`config.mk`:
```
export PLATFORM = sky130hd
export DESIGN_NAME = calc_sched
export DESIGN_NICKNAME = d
export VERILOG_FILES = /design/src/rtl/calc_pkg.sv /design/src/rtl/rr_arbiter.sv /design/src/rtl/calc_sched.sv
export SDC_FILE = /design/constraint.sdc
export NUM_CORES = 1
export LEC_CHECK = 0
export BUFFER_PORTS_ARGS = -buffer_cell sky130_fd_sc_hd__buf_2
export CORE_MARGIN = 5
export CORE_UTILIZATION = 35
export DETAILED_ROUTE_END_ITERATION = 10
export PLACE_DENSITY = 0.77
export SYNTH_ARGS = -nofsm -noshare
export SYNTH_HDL_FRONTEND = slang
export SYNTH_HIERARCHICAL = 1
export SYNTH_SLANG_ARGS = --single-unit
```
`constraint.sdc`:
```
create_clock -name clk -period 1.98 [get_ports clk]
set_input_delay 0.198 -clock clk [delete_from_list [all_inputs] [get_ports clk]]
set_output_delay 0.198 -clock clk [all_outputs]
set_load 0.01 [all_outputs]
```
`src/rtl/calc_pkg.sv`:
```
// Shared types and constants for the calc_sched cube-root scheduler.
//   CALC_W           : operand/result width of the `calculate` unit
//   TIMEOUT_CYC_DFLT : default watchdog limit in cycles
//   sched_state_t    : scheduler FSM states
//   calc_resp_t      : response payload (error flag + result)
package calc_pkg;

  localparam int unsigned CALC_W           = 32;
  localparam int unsigned TIMEOUT_CYC_DFLT = 4096;

  typedef enum logic [2:0] {
    IDLE  = 3'd0,
    ISSUE = 3'd1,
    WAIT  = 3'd2,
    RESP  = 3'd3,
    DRAIN = 3'd4
  } sched_state_t;

  typedef struct packed {
    logic              err;
    logic [CALC_W-1:0] res;
  } calc_resp_t;

endpackage

```
`src/rtl/rr_arbiter.sv`:
```
// Combinational round-robin arbiter: picks the first active request at or
// after ptr_i (wrapping modulo NREQ) when en_i is high.
//   req_i     : request vector
//   ptr_i     : highest-priority index (must be < NREQ)
//   en_i      : arbitration enable
//   gnt_o     : one-hot grant
//   gnt_idx_o : encoded grant index
//   gnt_any_o : some request was granted
module rr_arbiter #(
  parameter int unsigned NREQ = 2,
  parameter int unsigned IDW  = 3
) (
  input  logic [NREQ-1:0] req_i,
  input  logic [IDW-1:0]  ptr_i,
  input  logic            en_i,
  output logic [NREQ-1:0] gnt_o,
  output logic [IDW-1:0]  gnt_idx_o,
  output logic            gnt_any_o
);

  logic found;

  // First pass scans [ptr, NREQ-1]; the second pass picks the lowest index,
  // which is only reached when nothing at or after ptr is requesting.
  always_comb begin
    gnt_o     = '0;
    gnt_idx_o = '0;
    found     = 1'b0;
    for (int unsigned i = 0; i < NREQ; i++) begin
      if (en_i && !found && req_i[i] && (IDW'(i) >= ptr_i)) begin
        gnt_o[i]  = 1'b1;
        gnt_idx_o = IDW'(i);
        found     = 1'b1;
      end
    end
    for (int unsigned i = 0; i < NREQ; i++) begin
      if (en_i && !found && req_i[i]) begin
        gnt_o[i]  = 1'b1;
        gnt_idx_o = IDW'(i);
        found     = 1'b1;
      end
    end
    gnt_any_o = found;
  end

endmodule

```
`src/rtl/calc_sched.sv`:
```
// Round-robin scheduler sharing one iterative cube-root unit among NREQ
// requesters, with a watchdog and a return-to-idle handshake.
//   req_valid/req_num/req_ready : per-requester operand channel
//   resp_*                      : shared response channel, held until resp_ack
//   calc_go/calc_num            : start level and operand to the unit
//   calc_ready/calc_res         : done level and result from the unit
//   busy                        : scheduler not idle
module calc_sched
  import calc_pkg::*;
#(
  parameter int unsigned NREQ        = 2,
  parameter int unsigned IDW         = 3,
  parameter int unsigned TIMEOUT_CYC = TIMEOUT_CYC_DFLT
) (
  input  logic                   clk,
  input  logic                   rst_n,
  input  logic [NREQ-1:0]        req_valid,
  input  logic [CALC_W*NREQ-1:0] req_num,
  output logic [NREQ-1:0]        req_ready,
  output logic                   resp_valid,
  output logic [IDW-1:0]         resp_id,
  output logic [CALC_W-1:0]      resp_res,
  output logic                   resp_err,
  input  logic                   resp_ack,
  output logic                   calc_go,
  output logic [CALC_W-1:0]      calc_num,
  input  logic                   calc_ready,
  input  logic [CALC_W-1:0]      calc_res,
  output logic                   busy
);

  localparam int unsigned     CNT_W   = (TIMEOUT_CYC > 1) ? $clog2(TIMEOUT_CYC) : 1;
  localparam logic [CNT_W-1:0] CNT_MAX = CNT_W'(TIMEOUT_CYC - 1);

  sched_state_t      state_q, state_d;
  logic [IDW-1:0]    ptr_q, ptr_d;
  logic [CNT_W-1:0]  cnt_q, cnt_d;
  logic [NREQ-1:0]   req_ready_q, req_ready_d;
  logic              resp_valid_q, resp_valid_d;
  logic [IDW-1:0]    resp_id_q, resp_id_d;
  calc_resp_t        resp_q, resp_d;
  logic              calc_go_q, calc_go_d;
  logic [CALC_W-1:0] calc_num_q, calc_num_d;
  logic              busy_q;

  logic [NREQ-1:0]   gnt_oh;
  logic [IDW-1:0]    gnt_idx;
  logic              gnt_any;
  logic [CALC_W-1:0] gnt_num;

  rr_arbiter #(
    .NREQ (NREQ),
    .IDW  (IDW)
  ) u_arb (
    .req_i     (req_valid),
    .ptr_i     (ptr_q),
    .en_i      (state_q == IDLE),
    .gnt_o     (gnt_oh),
    .gnt_idx_o (gnt_idx),
    .gnt_any_o (gnt_any)
  );

  // One-hot mux of the granted operand.
  always_comb begin
    gnt_num = '0;
    for (int unsigned i = 0; i < NREQ; i++) begin
      if (gnt_oh[i]) gnt_num |= req_num[i*CALC_W +: CALC_W];
    end
  end

  // Next-state and registered-output logic.
  always_comb begin
    state_d      = state_q;
    ptr_d        = ptr_q;
    cnt_d        = cnt_q;
    req_ready_d  = '0;
    resp_valid_d = resp_valid_q;
    resp_id_d    = resp_id_q;
    resp_d       = resp_q;
    calc_go_d    = calc_go_q;
    calc_num_d   = calc_num_q;
    case (state_q)
      IDLE: begin
        if (gnt_any) begin
          req_ready_d = gnt_oh;
          calc_num_d  = gnt_num;
          resp_id_d   = gnt_idx;
          ptr_d       = (gnt_idx == IDW'(NREQ - 1)) ? '0 : gnt_idx + IDW'(1);
          state_d     = ISSUE;
        end
      end
      ISSUE: begin
        calc_go_d = 1'b1;
        cnt_d     = '0;
        state_d   = WAIT;
      end
      WAIT: begin
        if (cnt_q != CNT_MAX) cnt_d = cnt_q + CNT_W'(1);
        // A result arriving on the timeout cycle still counts as success.
        if (calc_ready) begin
          resp_d.res   = calc_res;
          resp_d.err   = 1'b0;
          resp_valid_d = 1'b1;
          calc_go_d    = 1'b0;
          state_d      = RESP;
        end else if (cnt_q == CNT_MAX) begin
          resp_d.res   = '0;
          resp_d.err   = 1'b1;
          resp_valid_d = 1'b1;
          calc_go_d    = 1'b0;
          state_d      = RESP;
        end
      end
      RESP: begin
        if (resp_ack) begin
          resp_valid_d = 1'b0;
          state_d      = DRAIN;
        end
      end
      DRAIN: begin
        if (!calc_ready) state_d = IDLE;
      end
      default: state_d = IDLE;
    endcase
  end

  // State and output registers.
  always_ff @(posedge clk or negedge rst_n) begin
    if (!rst_n) begin
      state_q      <= IDLE;
      ptr_q        <= '0;
      cnt_q        <= '0;
      req_ready_q  <= '0;
      resp_valid_q <= 1'b0;
      resp_id_q    <= '0;
      resp_q       <= '0;
      calc_go_q    <= 1'b0;
      calc_num_q   <= '0;
      busy_q       <= 1'b0;
    end else begin
      state_q      <= state_d;
      ptr_q        <= ptr_d;
      cnt_q        <= cnt_d;
      req_ready_q  <= req_ready_d;
      resp_valid_q <= resp_valid_d;
      resp_id_q    <= resp_id_d;
      resp_q       <= resp_d;
      calc_go_q    <= calc_go_d;
      calc_num_q   <= calc_num_d;
      busy_q       <= (state_d != IDLE);
    end
  end

  assign req_ready  = req_ready_q;
  assign resp_valid = resp_valid_q;
  assign resp_id    = resp_id_q;
  assign resp_res   = resp_q.res;
  assign resp_err   = resp_q.err;
  assign calc_go    = calc_go_q;
  assign calc_num   = calc_num_q;
  assign busy       = busy_q;

endmodule

```
After elaboration in Yosys (flattened, before gate mapping)
Cells that the tools add are included.
W data, S select, Z words.
{"block": "word_totals", "regBits": 91, "elab_cells": 80}
{"block": "op_classes", "add_sub_neg": 2, "magnitude_cmp": 2, "eq_ne": 10, "n_mux": 32, "bitwise": 1, "reduce_logical": 22}
{"operator": "$mux W33", "count": 2}
{"operator": "$mux W32", "count": 2}
{"operator": "$or A32 B32 Y32", "count": 1}
{"operator": "$pmux W12 S2", "count": 1}
{"operator": "$mux W3", "count": 6}
{"operator": "$mux W1", "count": 15}
{"operator": "$pmux W3 S5", "count": 1}
{"operator": "$add A12 B1 Y12 const B", "count": 1}
{"operator": "$eq A12 B12 Y1 const B", "count": 1}
{"operator": "$mux W12", "count": 1}
{"operator": "$ne A12 B12 Y1 const B", "count": 1}
{"operator": "$logic_and A1 B1 Y1", "count": 9}
{"operator": "$reduce_and A2 Y1", "count": 4}
{"operator": "$eq A3 B1 Y1 const B", "count": 2}
{"operator": "$eq A3 B2 Y1 const B", "count": 2}
{"operator": "$ge A1 B3 Y1 const A", "count": 2}
{"operator": "$reduce_bool A2 Y1", "count": 3}
{"operator": "$mux W2", "count": 2}
{"operator": "$ne A2 B2 Y1 const B", "count": 2}
{"operator": "$pmux W1 S2", "count": 2}
{"operator": "$add A3 B1 Y3 const B", "count": 1}
{"operator": "$eq A3 B3 Y1 const B", "count": 1}
{"operator": "$logic_not A1 Y1", "count": 3}
{"operator": "$logic_not A3 Y1", "count": 1}
{"operator": "3 further kinds", "count": 3}

Longest topological paths before layout
Gate-level depths: netlist of the first run.
{"block": "logic_depth", "ltp_word": 20, "mapped_depth": 8, "ltp_nobuf": 6}

By module
Netlist of the first run, hierarchy kept.
{"module": "calc_sched", "n_inst": 1, "cells_each": 356, "area_each_um2": 3833.7, "seq_area_each_um2": 2277.2}
{"module": "rr_arbiter", "n_inst": 1, "cells_each": 10, "area_each_um2": 62.6, "seq_area_each_um2": 0.0}

Worst setup path before layout of the first run
Ideal clock, no wire load.
{"block": "synth_path", "kind": "flip-flop to flip-flop", "from": "register state_q[1]", "to": "register calc_num_q[27] (netlist: calc_num[27])", "setup_ns": 0.126, "arrival_ns": 1.877, "slack_ns": -0.023, "stages_incl_launch_ff": 9, "path_cell_list": "dfrtp_1 -> clkbuf_1 -> nor3_1 -> o21a_1 -> nand2_1 -> buf_2 -> buf_2 -> a221oi_1 -> nor2_1"}
{"block": "synth_between", "elab_chain_cells": 18, "elab_cells_between_ends": 24, "classes_between": "9 x mux; 1 x bitwise; 14 x reduce/logical"}
{"item": "from (decl)", "line": "calc_sched.sv:35", "text": "sched_state_t state_q, state_d;"}
{"item": "from (signal assigned)", "line": "calc_sched.sv:141", "text": "state_q <= state_d;"}
{"item": "$logic_not A3 Y1 *", "line": "calc_sched.sv:57", "text": ".en_i (state_q == IDLE),"}
{"item": "$logic_and A1 B1 Y1 (2 in a row)", "line": "rr_arbiter.sv:30", "text": "if (en_i && !found && req_i[i] && (IDW'(i) >= ptr_i)) begin"}
{"item": "$mux W1", "line": "rr_arbiter.sv:30"}
{"item": "$logic_not A1 Y1", "line": "rr_arbiter.sv:30"}
{"item": "$logic_and A1 B1 Y1 (3 in a row)", "line": "rr_arbiter.sv:30"}
{"item": "$mux W1", "line": "rr_arbiter.sv:30"}
{"item": "$logic_not A1 Y1", "line": "rr_arbiter.sv:37", "text": "if (en_i && !found && req_i[i]) begin"}
{"item": "$logic_and A1 B1 Y1 (2 in a row)", "line": "rr_arbiter.sv:37"}
{"item": "$mux W1", "line": "rr_arbiter.sv:37"}
{"item": "$logic_not A1 Y1", "line": "rr_arbiter.sv:37"}
{"item": "$logic_and A1 B1 Y1 (2 in a row)", "line": "rr_arbiter.sv:37"}
{"item": "$mux W1 *", "line": "rr_arbiter.sv:37"}
{"item": "named net gnt_any", "line": "calc_sched.sv:48", "text": "logic gnt_any;"}
{"item": "$reduce_and A2 Y1 (no source line) *"}
{"item": "to (signal assigned)", "line": "calc_sched.sv:149", "text": "calc_num_q <= calc_num_d;"}
{"item": "to (decl)", "line": "calc_sched.sv:43", "text": "logic [CALC_W-1:0] calc_num_q, calc_num_d;"}
Mark *: on every way through the listed nets, which the timed path passes. The rest lies on a longest branch.
A chain may end at the register's enable or synchronous reset.

Final worst setup path of the first run
{"block": "layout_path", "from": "register cnt_q[4]", "to": "register resp_q, in the netlist resp_res[11]"}
{"block": "layout_between", "elab_chain_cells": 3}
{"item": "from (decl)", "line": "calc_sched.sv:37", "text": "logic [CNT_W-1:0] cnt_q, cnt_d;"}
{"item": "from (signal assigned)", "line": "calc_sched.sv:143", "text": "cnt_q <= cnt_d;"}
{"item": "$eq A12 B12 Y1", "line": "calc_sched.sv:106", "text": "end else if (cnt_q == CNT_MAX) begin"}
{"item": "$reduce_bool A2 Y1 (no source line)"}
{"item": "$reduce_and A2 Y1 (no source line)"}
{"item": "to (signal assigned)", "line": "calc_sched.sv:147", "text": "resp_q <= resp_d;"}
{"item": "to (decl)", "line": "calc_sched.sv:41", "text": "calc_resp_t resp_q, resp_d;"}
No other way between the ends.

==> out/metrics.cfg, run 1 <==
[status]
status=finished clean

[synthesis]
ys_seq_area_frac=0.584
synth_area_mm2=0.00390
yosysTopAreaCellShare=0.584
ys_warn_count=6
synth_cell_types=48
synth.area.top_cells=dfrtp_1 58%, a221oi_1 7.2%, a22o_1 7.2%
async_reset_ff_frac=1.00
ys_seq_elements=91
synth_largest_area_cell=dfrtp_1
synthesis.instances=366
synth.avg_cell_area_um2=10.6
ys.flop_type=dfrtp_1
synth-edff-count=0

[finish]
nets=641
final_common_cell=buf_2
multi_input_area_mm2=0.00152
drive_gt1_frac=0.397
antenna_cells=0
register_area_mm2=0.00228
fill_cells=1031
finalInstanceArea_mm2=0.00522
layout_common_cells=173 x buf_2, 90 x dfrtp_1, 69 x nor2_1
syn2layout_area_growth_pct=33.9

[clock_tree]
cts.clk_slew.worst_paths_ns=0.10
cts_setup_buffers=0
clock-root-buffer=clkbuf_8
cts_buffers=9
cts_sinks=91
clock_path_buffers=2
cts_tree=built
htree_levels=3
clk_latency_ns=0.35

[sta]
hold_violations=0
finalCritPeriodShare=0.921
holdWs_ns=0.0634
max_freq_mhz=549
finalSetupViolCount=0
fin_tns_setup_ns=0
rsz0062_at_grt=no
slew_viol_final=0
period_minus_slack_ns=1.82
fin_skew_ns=0.0147

[min_path]
hp-class=input pin to flip-flop

[worst_setup_path]
rrSetupSlack_ns=0.16
worstPathMaxFanout=32
cp-end-kind=flip-flop
crit_arrival_ns=2.05
crit_slowest_cell=dfrtp_1
cp_cell_sequence=nand4_1, nor3_4, o21ai_2, buf_4, a22o_1
startpoint_type=flip-flop
critPathTopFamily=simple AND/OR/NAND/NOR gates
critPathBufInv=1
worstPathRequired_ns=2.21
max_stage_delay_ns=0.46
criticalPathCategory=flip-flop to flip-flop

[detailed_routing]
drc=0
wirelength_mm=10.8
vias=3557
wl_per_cell_um=15.8
drtIter0Drc=325
ant_nets=0
drtPass1Iterations=4
via_per_inst=5.22

[placed_design]
place_area_mm2=0.00498
globalplace.congestion=0.824
portBuffers=174
hpwl_mm=8.10

[grt]
grt_pass1_vias=3616
grt-ovfl-total=0
grt_pass1_wl_mm=17.4
antenna_found_initial=1
grt_max_degree=47
track_usage=0.160

[power]
static-leakage-power_uw=0.00264
power.total_uw=7650
p_int_uw=4720
switching_share=0.383
clkPwrFrac=0.166
switching_power_uw=2930
pwr-share-comb=0.418
p_per_area_mw_per_mm2=1470
peakVddDrop_mv=0.718
p_seq_frac=0.415

[die]
fp-row-count=38
core_mm2=0.0109
die_area_mm2=0.0133
die_h_um=116
die_w_um=116
io_pins=175
start_util=0.358

[flow_run]
max_cap_viol_count=0

==> logic make-up (layout without fill, tap and decap cells) <==
logic type,after synthesis,in the layout,share of synthesized area
AOI/OAI and AO/OA,101,101,0.208
DFF,91,91,0.584
and+or+nand+nor,135,135,0.157
muxes,2,2,0.00514
other,1,2,0.000962
xor gates and xnor gates,2,2,0.00450
buffers and inverters,33,208,0.0366
adders and majority gates,1,1,0.00321
==> power by group through the flow <==
stage | Sequential (uW) | Combinational, uW | Clock (uW)
6_report | 3180 | 3200 | 1270
2_1_floorplan | 3470 | 1530 | 0
5_1_grt | 3290 | 3570 | 1400
3_5_place_dp | 3200 | 3220 | 0
4_1_cts | 3170 | 3240 | 1320
3_3_place_gp | 3170 | 3100 | 0
==> timing repair <==
item	CTS	global route
endpoints found under the setup margin	0	35
hold buffers	1	0
gates resized for setup	0	5
endpoints found under the hold margin	28	0
==> worst reg2reg max path, stage by stage (launching register included) <==
cell,delay (ns)
dfrtp_1,0.46
nand4_1,0.31
nor3_4,0.40
o21ai_2,0.08
buf_4,0.24
a22o_1,0.22
==> final cells by class <==
cell class,count,share of cell area
sequential,91,0.437
timing repair buffer,190,0.198
tap,140,0.0336
multi-input combinational,243,0.291
clock inverter,5,0.0122
inverter,3,0.00216
clock buffer,10,0.0264
==> synth_stat cells (2+ instances only) <==
cell	instances
nand2_1	26
mux2i_1	2
o211ai_1	2
o31ai_1	4
buf_1	2
nor3_1	6
and2_1	2
buf_2	9
a22o_1	32
clkbuf_1	17
o21ai_0	8
nand4_1	3
nand3_1	9
a21oi_1	7
o21a_1	3
nand2b_1	2
a221oi_1	32
or4_1	2
nor2_1	69
inv_1	3
nor2b_1	2
dfrtp_1	91
nand3b_1	2
and3_1	3
a31oi_1	3
nor4_1	2
buf_4	2
==> metrics by stage <==
stage	util	instances	setup WS [ns]
floorplan	-	367	0.118
global placement	0.457	666	0.193
detailed placement	0.457	666	0.0658
CTS	0.477	682	0.0431
global route	0.479	682	0.00497
finish	0.479	682	0.157
==> per-layer routing <==
| layer | global-route usage | part of all wire | up-vias |
|---|---|---|---|
| met2 | 0.259 | 0.49 | 133 |
| li1 | - | - | 1682 |
| met4 | 0.0383 | 0.0068 | 2 |
| met3 | 0.0491 | 0.093 | 8 |
| met5 | 0 | 0.00065 | - |
| met1 | 0.211 | 0.41 | 1732 |
==> sequential cells by signal, indices dropped and copies added, names as in the netlist <==
name / flops
busy: 1
calc_num: 32
calc_go: 1
resp_err: 1
resp_valid: 1
state_q: 3
ptr_q: 3
cnt_q: 12
resp_id: 3
req_ready: 2
resp_res: 32
==> final timing paths <==
path	start	endpoint	cells after the start
worst min register to register	ptr_q[2]	ptr_q[2]	2
worst min-delay path	calc_res[27]	resp_res[27]	2
min in group asynchronous	rst_n	calc_num[7]	2
worst max-delay path	cnt_q[4]	resp_res[11]	5
worst max register to register	cnt_q[4]	resp_res[11]	5
max in group asynchronous	rst_n	busy	3
(Power assumes the default switching activity.)
==> inputs of run 2 (changes only) <==
--- a/config.mk
+++ b/config.mk
@@ -7,9 +7,9 @@
 export LEC_CHECK = 0
 export BUFFER_PORTS_ARGS = -buffer_cell sky130_fd_sc_hd__buf_2
 export CORE_MARGIN = 5
-export CORE_UTILIZATION = 35
+export CORE_UTILIZATION = 43
 export DETAILED_ROUTE_END_ITERATION = 10
-export PLACE_DENSITY = 0.77
+export PLACE_DENSITY = 0.89
 export SYNTH_ARGS = -nofsm -noshare
 export SYNTH_HDL_FRONTEND = slang
 export SYNTH_HIERARCHICAL = 1
==> run 2 against run 1 <==
  * Wire length decreased by 1.3%
  * Setup slack got worse by 0.021 ns
  * Clock power shrank 5%
  * Combinational power is essentially flat
  * Power down 1.0%
  * Sequential cell count is the same
  * Register-to-register slack got worse by 0.02 ns
  * Utilization rose by 11 points
  * Hold slack worse by 0.012 ns
  * Via count decreased by 0.31%
  * Critical endpoint is now calc_num[2]
==> out/metrics.cfg, run 2 (same netlist as run 1, synthesis figures left out) <==
[status]
status=finished clean

[power]
static-leakage-power_uw=0.00262
power.total_uw=7570
peakVddDrop_mv=0.725
p_per_area_mw_per_mm2=1470

[sta]
fin_skew_ns=0.00429
rsz0062_at_grt=yes
worstMarginPinSlew_ns=0.546
hold_violations=0
slew_headroom=0.634
slew_viol_final=0
fin_tns_setup_ns=0
finalCritPeriodShare=0.931
period_minus_slack_ns=1.84
max_freq_mhz=542
fin_ws_ns=0.136
holdWs_ns=0.0517
finalSetupViolCount=0

[grt]
grt_pass1_wl_mm=17.1
track_usage=0.187
grt_max_degree=58
grt-ovfl-total=0
grt_pass1_vias=3466
antenna_found_initial=0

[clock_tree]
cts_tree=built
cts.clk_slew.worst_paths_ns=0.10
htree_levels=3
clock-root-buffer=clkbuf_8
clock_path_buffers=2
clk_latency_ns=0.36
cts_sinks=91
cts_buffers=9

[detailed_routing]
wirelength_mm=10.6
vias=3546
top_layer=met4
via_per_inst=5.46
ant_nets=0
met1Wirelength_mm=4.28
drc=0
wl_met3_um=991
drtIter0Drc=166
wl_met2_mm=5.18
wl_per_cell_um=16.4
drtPass1Iterations=4

[finish]
antenna_cells=0
final_common_cell=buf_2
instances_no_fill=649
syn2layout_area_growth_pct=31.9
drive_gt1_frac=0.390
layout_common_cells=173 x buf_2, 91 x dfrtp_1, 69 x nor2_1
nets=639

[placed_design]
hpwl_mm=7.80
portBuffers=174
globalplace.congestion=0.839
pre_cts_ws_ns=0.103
dp.cells=631

[die]
start_util=0.445
io_pins=175
die_h_um=105
core_mm2=0.00876
die_area_mm2=0.0111
die_w_um=105
fp-row-count=34

[worst_setup_path]
worstPathMaxFanout=32
worstPathRequired_ns=2.23
cp-end-kind=flip-flop
startpoint_type=flip-flop
criticalPathCategory=flip-flop to flip-flop
crit_arrival_ns=2.09

[flow_run]
max_cap_viol_count=0

[min_path]
hp-class=input pin to flip-flop

==> run 2: changes by cell type in the layout (fill, tap and decap cells not counted), moves of 2 or more <==
cell      change
buf_4         -3
clkinv_4      -3
inv_6         +2
inv_8         +2
==> run 2: worst paths after layout <==
check                        startpoint      endpoint  slack (ns)  cells past startpoint
setup / recovery               ptr_q[2]   calc_num[2]        0.14                      5
hold / removal             calc_res[18]  resp_res[18]        0.05                      2
setup reg to reg               ptr_q[2]   calc_num[2]        0.14                      5
hold reg to reg            resp_res[27]  resp_res[27]        0.50                      1
max in group asynchronous         rst_n      ptr_q[1]        1.02                      3
min in group asynchronous         rst_n  resp_res[23]        0.32                      2
==> run 2: area by class of cell <==
class / count / area, um2
fillers: 716 / 3630
flip-flops and latches: 91 / 2280
inverters: 3 / 11.3
clock buffers: 9 / 124
repair buffers: 188 / 1030
well taps: 108 / 135
multi-input cells: 243 / 1500
clock inverters: 7 / 60.1
==> run 2: what timing repair did <==
action,CTS,global route
hold buffers,1,0
hold endpoints to repair,34,0
setup endpoints to repair,0,33
gates resized for setup,0,1
buffers inserted,0,1
==> run 2: per-layer routing <==
| metal | GRT usage | up-vias |
|---|---|---|
| met5 | 0 | - |
| met4 | 0.0511 | 0 |
| met3 | 0.0691 | 17 |
| met2 | 0.308 | 172 |
| met1 | 0.232 | 1680 |
| li1 | - | 1677 |
==> run 2: worst max-delay path, stage by stage, from the launching register on <==
cell and delay [ns]:
dfrtp_1 0.39, or3b_1 0.43, o211a_1 0.24, buf_4 0.23
a221oi_1 0.34, nor2_1 0.07
==> run 2: report_power, final <==
| part | leakage, uW | total [uW] | switching (uW) | internal [uW] |
|---|---|---|---|---|
| Combinational | 0.00140 | 3200 | 1770 | 1440 |
| Clock | 0.0000901 | 1210 | 725 | 481 |
| Sequential | 0.00113 | 3160 | 495 | 2670 |
==> run 2: through the flow <==
stage               cell area [um2]  utilization
floorplan                      3910            -
detailed placement             4930        0.563
global route                   5140        0.586
global placement               4930        0.563
CTS                            5120        0.585
finish                         5140        0.586
